`src/rtl/asip_pkg.sv`:
```
`default_nettype none
// asip_pkg: shared fetch widths, FIFO entry and prefetch state types (rev 1.0).
package asip_pkg;

  localparam int INSTR_W = 24;
  localparam int ADDR_W  = 24;

  typedef struct packed {
    logic [ADDR_W-1:0]  pc;
    logic [INSTR_W-1:0] instr;
  } fetch_entry_t;

  typedef enum logic [0:0] {
    RUN   = 1'b0,
    DRAIN = 1'b1
  } pf_state_t;

endpackage
`default_nettype wire

```
`src/rtl/pf_fifo.sv`:
```
`default_nettype none
// pf_fifo: DEPTH-entry fetch FIFO with synchronous flush; head is read straight from storage (rev 1.0).
module pf_fifo
  import asip_pkg::*;
#(
  parameter int DEPTH = 4,
  localparam int PTR_W = $clog2(DEPTH),
  localparam int CNT_W = PTR_W + 1
) (
  input  logic             clk,
  input  logic             reset,
  input  logic             flush_i,
  input  logic             push_i,
  input  fetch_entry_t     push_data_i,
  input  logic             pop_i,
  output fetch_entry_t     head_o,
  output logic [CNT_W-1:0] count_o,
  output logic             full_o,
  output logic             empty_o
);

  fetch_entry_t     mem_q [DEPTH];
  logic [PTR_W-1:0] rd_ptr_q;
  logic [PTR_W-1:0] wr_ptr_q;
  logic [CNT_W-1:0] count_q;
  logic             do_push;
  logic             do_pop;

  assign full_o  = (count_q == CNT_W'(DEPTH));
  assign empty_o = (count_q == '0);
  assign count_o = count_q;
  assign head_o  = mem_q[rd_ptr_q];
  assign do_push = push_i & ~flush_i;
  assign do_pop  = pop_i & ~flush_i & ~empty_o;

  always_ff @(posedge clk or negedge reset) begin
    if (!reset) begin
      rd_ptr_q <= '0;
      wr_ptr_q <= '0;
      count_q  <= '0;
    end else if (flush_i) begin
      rd_ptr_q <= '0;
      wr_ptr_q <= '0;
      count_q  <= '0;
    end else begin
      if (do_push) wr_ptr_q <= wr_ptr_q + 1'b1;
      if (do_pop)  rd_ptr_q <= rd_ptr_q + 1'b1;
      if (do_push && !do_pop) count_q <= count_q + 1'b1;
      else if (!do_push && do_pop) count_q <= count_q - 1'b1;
    end
  end

  // Storage needs no reset: nothing reads an entry before it has been written.
  always_ff @(posedge clk) begin
    if (do_push) mem_q[wr_ptr_q] <= push_data_i;
  end

  a_no_push_when_full: assert property (@(posedge clk) disable iff (!reset)
    !(push_i && !flush_i && full_o));

endmodule
`default_nettype wire

```
`src/rtl/inst_prefetch_buffer.sv`:
```
`default_nettype none
// inst_prefetch_buffer: credit-based instruction prefetcher with redirect flush/drain (rev 1.0).
// Build option PREFETCH_BYPASS_EN forwards a response straight to the outputs when the FIFO is empty.
module inst_prefetch_buffer
  import asip_pkg::fetch_entry_t;
  import asip_pkg::pf_state_t;
  import asip_pkg::RUN;
  import asip_pkg::DRAIN;
#(
  parameter int                DATA_W   = 24,
  parameter int                ADDR_W   = 24,
  parameter int                DEPTH    = 4,
  parameter logic [ADDR_W-1:0] RESET_PC = '0
) (
  input  logic              clk,
  input  logic              reset,
  input  logic              redirect_valid,
  input  logic [ADDR_W-1:0] redirect_pc,
  input  logic              deq,
  output logic              out_valid,
  output logic [ADDR_W-1:0] out_pc,
  output logic [DATA_W-1:0] out_instr,
  output logic              mem_req,
  output logic [ADDR_W-1:0] mem_addr,
  input  logic              mem_ack,
  input  logic              mem_rvalid,
  input  logic [DATA_W-1:0] mem_rdata
);

  localparam int CNT_W = $clog2(DEPTH) + 1;

  pf_state_t         state_q, state_d;
  logic [ADDR_W-1:0] fetch_pc_q, fetch_pc_d;
  logic [ADDR_W-1:0] resp_pc_q, resp_pc_d;
  logic [CNT_W-1:0]  outst_q, outst_d;
  logic [CNT_W-1:0]  drop_q, drop_d;

  fetch_entry_t      fifo_head;
  fetch_entry_t      push_entry;
  logic [CNT_W-1:0]  fifo_count;
  logic              fifo_full;
  logic              fifo_empty;
  logic              handshake;
  logic              keep_resp;
  logic              bypass;
  logic              push;
  logic              pop;
  logic [CNT_W:0]    credit_used;

  // Counting in-flight requests against FIFO space guarantees every response has a slot.
  assign credit_used = {1'b0, fifo_count} + {1'b0, outst_q};
  assign mem_req     = reset & (state_q == RUN) & (credit_used < (CNT_W+1)'(DEPTH));
  assign mem_addr    = fetch_pc_q;
  assign handshake   = mem_req & mem_ack;
  assign keep_resp   = mem_rvalid & (state_q == RUN) & ~redirect_valid;

`ifdef PREFETCH_BYPASS_EN
  assign bypass = keep_resp & fifo_empty;
`else
  assign bypass = 1'b0;
`endif

  assign push       = keep_resp & ~(bypass & deq) & ~fifo_full;
  assign pop        = deq & ~fifo_empty & ~redirect_valid;
  assign push_entry = '{pc: resp_pc_q, instr: mem_rdata};
  assign out_valid  = ~fifo_empty | bypass;

  always_comb begin
    out_pc    = '0;
    out_instr = '0;
    if (!fifo_empty) begin
      out_pc    = fifo_head.pc;
      out_instr = fifo_head.instr;
    end else if (bypass) begin
      out_pc    = resp_pc_q;
      out_instr = mem_rdata;
    end
  end

  always_comb begin
    state_d    = state_q;
    fetch_pc_d = fetch_pc_q;
    resp_pc_d  = resp_pc_q;
    outst_d    = outst_q;
    drop_d     = drop_q;
    if (handshake) fetch_pc_d = fetch_pc_q + 1'b1;
    if (keep_resp) resp_pc_d  = resp_pc_q + 1'b1;
    if (redirect_valid) begin
      // Every request still in flight, plus one accepted now, becomes a response to discard.
      fetch_pc_d = redirect_pc;
      resp_pc_d  = redirect_pc;
      outst_d    = '0;
      drop_d     = outst_q + drop_q + CNT_W'(handshake) - CNT_W'(mem_rvalid);
      state_d    = (drop_d == '0) ? RUN : DRAIN;
    end else if (state_q == DRAIN) begin
      if (mem_rvalid) begin
        drop_d = drop_q - 1'b1;
        if (drop_q == CNT_W'(1)) state_d = RUN;
      end
    end else begin
      if (handshake && !keep_resp) outst_d = outst_q + 1'b1;
      else if (!handshake && keep_resp) outst_d = outst_q - 1'b1;
    end
  end

  always_ff @(posedge clk or negedge reset) begin
    if (!reset) begin
      state_q    <= RUN;
      fetch_pc_q <= RESET_PC;
      resp_pc_q  <= RESET_PC;
      outst_q    <= '0;
      drop_q     <= '0;
    end else begin
      state_q    <= state_d;
      fetch_pc_q <= fetch_pc_d;
      resp_pc_q  <= resp_pc_d;
      outst_q    <= outst_d;
      drop_q     <= drop_d;
    end
  end

  pf_fifo #(
    .DEPTH (DEPTH)
  ) u_fifo (
    .clk         (clk),
    .reset       (reset),
    .flush_i     (redirect_valid),
    .push_i      (push),
    .push_data_i (push_entry),
    .pop_i       (pop),
    .head_o      (fifo_head),
    .count_o     (fifo_count),
    .full_o      (fifo_full),
    .empty_o     (fifo_empty)
  );

endmodule
`default_nettype wire

```
`config.mk`:
```
export PLATFORM = sky130hd
export DESIGN_NAME = inst_prefetch_buffer
export DESIGN_NICKNAME = d
export VERILOG_FILES = /design/src/rtl/asip_pkg.sv /design/src/rtl/pf_fifo.sv /design/src/rtl/inst_prefetch_buffer.sv
export SDC_FILE = /design/constraint.sdc
export NUM_CORES = 1
export LEC_CHECK = 0
export ABC_AREA = 1
export CORE_ASPECT_RATIO = 2
export CORE_UTILIZATION = 30
export CTS_CLUSTER_DIAMETER = 150
export DETAILED_ROUTE_END_ITERATION = 7
export SYNTH_ARGS = -nofsm -noshare
export SYNTH_HDL_FRONTEND = slang
export SYNTH_HIERARCHICAL = 1
export SYNTH_SLANG_ARGS = --single-unit
```
`constraint.sdc`:
```
create_clock -name clk -period 9.5 [get_ports clk]
set_input_delay 0.95 -clock clk [delete_from_list [all_inputs] [get_ports clk]]
set_output_delay 0.95 -clock clk [all_outputs]
set_load 0.01 [all_outputs]
```
==> out/summary.md <==
The average instance in the mapped netlist occupies 9.69 um^2. In this run, CTS created clock tree buffers numbering 23. Setup slack on the critical path of the routed design comes to 5.17 ns. The power density normalized to cell area came out at 216 nW/um^2. The final worst-path cycle share is 0.456.

The run gives 0.151 as the global router's overall resource usage. The endpoint kind of the worst setup timing path was an output port. For the initial antenna violation count, the log shows 0. In this run the worst hold path is classified as reg2reg.

In this run the clock root is driven by a clkbuf_16. X dimension of the die: 143 um. The worst path needs 4.33 ns of the cycle, external delays included. In this run the deepest clock path goes through 3 buffers.

The dominant cell type by area after synthesis is edfxtp_1. The total number of H-tree levels came out at 1. Critical setup path kind: reg2out.

Summed over all layers, the global routing overflow is 0. The Yosys step of the flow raised 6 warnings. Setup repair after global routing left no endpoint under its margin. Buffers placed on the I/O ports in this run total 127. Across all layers, the routed design uses 8770 vias.

128 I/O pins were placed. The highest fanout seen on the critical path is 96. Nature of the critical path startpoint: a flop.

IR analysis of the VDD net gives a maximum drop of 0.106 mV. By area the synthesized netlist is led by edfxtp_1, dfrtp_1, nand2_1, nor2_1, o21ai_0. For the pin with the worst max-slew slack, the measured transition is 0.987 ns. The maximum single-stage delay on the critical path is 0.75 ns. The run finished with clean final reports.

In the routed design, unresolved DRC markers number 0. At the worst endpoint, the required time is 8.55 ns. Effective utilization at floorplan: 0.304. The floorplan step defined a core boundary enclosing 39400 um^2.

Detailed placement finished with a half-perimeter wire length of 20800 um. The fraction of final layout cells with drive strength greater than 1 is 0.0595, and the count of flip-flops with a built-in enable after synthesis is 192. The number of antenna diodes in the final layout is 0.

TritonCTS built the clock tree. The via count of the first global-routing pass was 8867. The logs give 0.342 for the remaining max-slew budget at the tightest pin and 3.38 ns for the data arrival time at the worst-slack endpoint.

The final RePlAce weighted congestion was 0.908. The portion of synthesized cell area occupied by the leading cell type was 0.482; the initial DRC count was 421. The logs give 0 for the number of pins exceeding their max-slew limit in the final report and 0 for the count of cells resized by post-cts repair. The total of flip-flops plus latches after synthesis is 254, and the height of the die is 285 um.

The number of setup buffers added after CTS is 0. For the number of instances in the synthesized netlist, the log shows 1236. The tools report the synthesized net count as 1306. The timing-limited maximum frequency is 231 MHz. The most used flip-flop cell after synthesis is edfxtp_1.

The worst setup skew after layout was 0.0188 ns. The static leakage was 5.62 nW. Traced cell by cell, the critical path runs through inv_4, o21ai_0, o22ai_1, inv_1, nor2_1, clkdlybuf4s50_1. In the post-synthesis netlist, the cell with the most instances is nand2_1. The synthesized netlist contains 39 unique library cells. The die covers 40800 um^2. Entering global routing, the biggest net connects 97 pins.

The clock-pin slew on the worst setup and hold paths works out to 0.06 ns. Final layout net count: 1417. The count of nets left with antenna violations once routing finished came out at 0. Setup violations remaining at the end of the flow were counted as 0. The final total negative setup slack came out at 0 ns. At the placement stage, the worst setup path has a slack of 4.98 ns. The final routed wire length divided by cell count was 16.1 um; the hold buffer count at CTS was 0.

Kind of cell adding the most delay to the critical path: buffers and inverters. The first detailed-routing pass took 4 iterations. For the sequential share of the synthesized area, the log shows 0.611. The initialized floorplan defines 103 standard-cell rows.

For this block, the routed nets add up to 30400 um of wire. The number of buffers and inverters on the critical path was 3. The highest-delay cell along the critical path was inv_4.

The number of hold violations in the final report is 0, and the via density per instance is 4.65. The first global-routing pass estimated 47300 um of wire. At the later pin of the worst-skew pair, clock insertion delay measures 0.52 ns. Counting instances in the post-synthesis netlist gives the leading cell types as nand2_1, nor2_1, edfxtp_1. The post-synthesis cell area was 12000 um^2. The async set-or-reset flop fraction in the synthesized netlist was 0.244; the number of clock sinks was 254.

Relative to the synthesized area, the layout overhead comes to 20.4%. The layout has 4046 filler cells. The tools report the max capacitance violation total as 0.
## logic make-up (layout without fill, tap and decap cells)
family | after synthesis | after routing | synth area share
simple gates | 544 | 544 | 0.190
flops | 254 | 254 | 0.611
compound gates | 203 | 203 | 0.0931
buf+inv | 197 | 323 | 0.0702
xor+xnor | 22 | 22 | 0.0161
fa+ha+maj | 16 | 16 | 0.0192
## layout make-up
cell class	instances	area, um^2	share of cell area
flip-flops and latches	254	7320	0.508
multi-input cells	785	3850	0.267
repair buffers	135	1320	0.0916
well taps	525	657	0.0456
clock buffers	25	583	0.0404
inverters	148	558	0.0387
clock inverters	15	133	0.00920
## report_power, final
group	internal (mW)	switching (mW)	leakage, nW
Clock	0.500	0.401	0.352
Sequential	1.28	0.104	2.49
Combinational	0.363	0.464	2.77
## worst min-delay path, cell delays in order (launching register included)
cell and delay (ns):
dfrtp_1 0.36, nand2_1 0.05, o21ai_0 0.06
## cells in the final DEF (no fill, tap or decap), types with 2 or more instances in the layout
cell / netlist / layout
nor3_1: 3 / 3
nand4_1: 6 / 6
clkinv_2: 0 / 3
nand2_2: 7 / 7
fa_1: 4 / 4
inv_1: 146 / 145
nand3_1: 61 / 61
o21ai_1: 18 / 18
inv_2: 1 / 2
a22oi_1: 2 / 2
a21oi_1: 3 / 3
edfxtp_1: 192 / 192
clkinv_4: 0 / 3
nand3_2: 3 / 3
ha_1: 12 / 12
xor2_1: 13 / 13
dfrtp_1: 62 / 61
clkbuf_1: 14 / 2
buf_2: 20 / 2
nand3b_1: 2 / 2
bufinv_16: 0 / 2
buf_4: 2 / 8
a31oi_1: 2 / 2
o22ai_1: 48 / 48
o21bai_1: 2 / 2
nor2_2: 13 / 13
nor2_4: 6 / 10
nor2_1: 206 / 202
xnor2_1: 9 / 9
clkdlybuf4s50_1: 0 / 125
clkinv_1: 0 / 6
o211ai_1: 7 / 7
clkbuf_16: 0 / 23
nand2_1: 235 / 235
o21ai_0: 118 / 118
## per-layer routing
metal / track usage / up-vias / routed length [um]
li1: - / 4324 / -
met1: 0.162 / 4205 / 11700
met2: 0.288 / 180 / 16500
met3: 0.0130 / 61 / 913
met4: 0.0739 / 0 / 1310
met5: 0 / - / 0
## flip-flops by register name (all words and copies together) (netlist names)
name             cells
u_fifo/wr_ptr_q      2
u_fifo/count_o       3
outst_q              3
u_fifo/mem_q       192
mem_addr            24
resp_pc_q           24
state_q              1
drop_q               3
u_fifo/rd_ptr_q      2
## metrics by stage
stage | power (mW) | cells | area, um^2 | hold slack (ns) | util
after detailed placement | 2.25 | 1847 | 13700 | 0.487 | 0.347
after floorplan | 1.86 | 1236 | 12000 | 0.497 | -
after CTS | 3.15 | 1887 | 14400 | 0.504 | 0.366
after global placement | 2.23 | 1847 | 13700 | 0.473 | 0.347
final | 3.11 | 1887 | 14400 | 0.512 | 0.366
after global routing | 3.28 | 1887 | 14400 | 0.539 | 0.366
## final timing paths
path                                                       end  cells after the start                      startpoint  slack [ns]
worst max register to register   u_fifo/mem_q[2][18]$_DFFE_PP_                     10               state_q$_DFF_PN0_        6.39
worst max-delay path                                out_pc[13]                      6  u_fifo/rd_ptr_q[0]$_DFFE_PN0P_        5.17
worst min register to register  u_fifo/rd_ptr_q[1]$_DFFE_PN0P_                      2  u_fifo/rd_ptr_q[1]$_DFFE_PN0P_        0.51
max in group asynchronous       u_fifo/rd_ptr_q[0]$_DFFE_PN0P_                      2                           reset        8.21
worst min-delay path            u_fifo/rd_ptr_q[1]$_DFFE_PN0P_                      2  u_fifo/rd_ptr_q[1]$_DFFE_PN0P_        0.51
min in group asynchronous                drop_q[0]$_DFFE_PN0P_                      2                           reset        0.63
(Power assumes the default switching activity.)
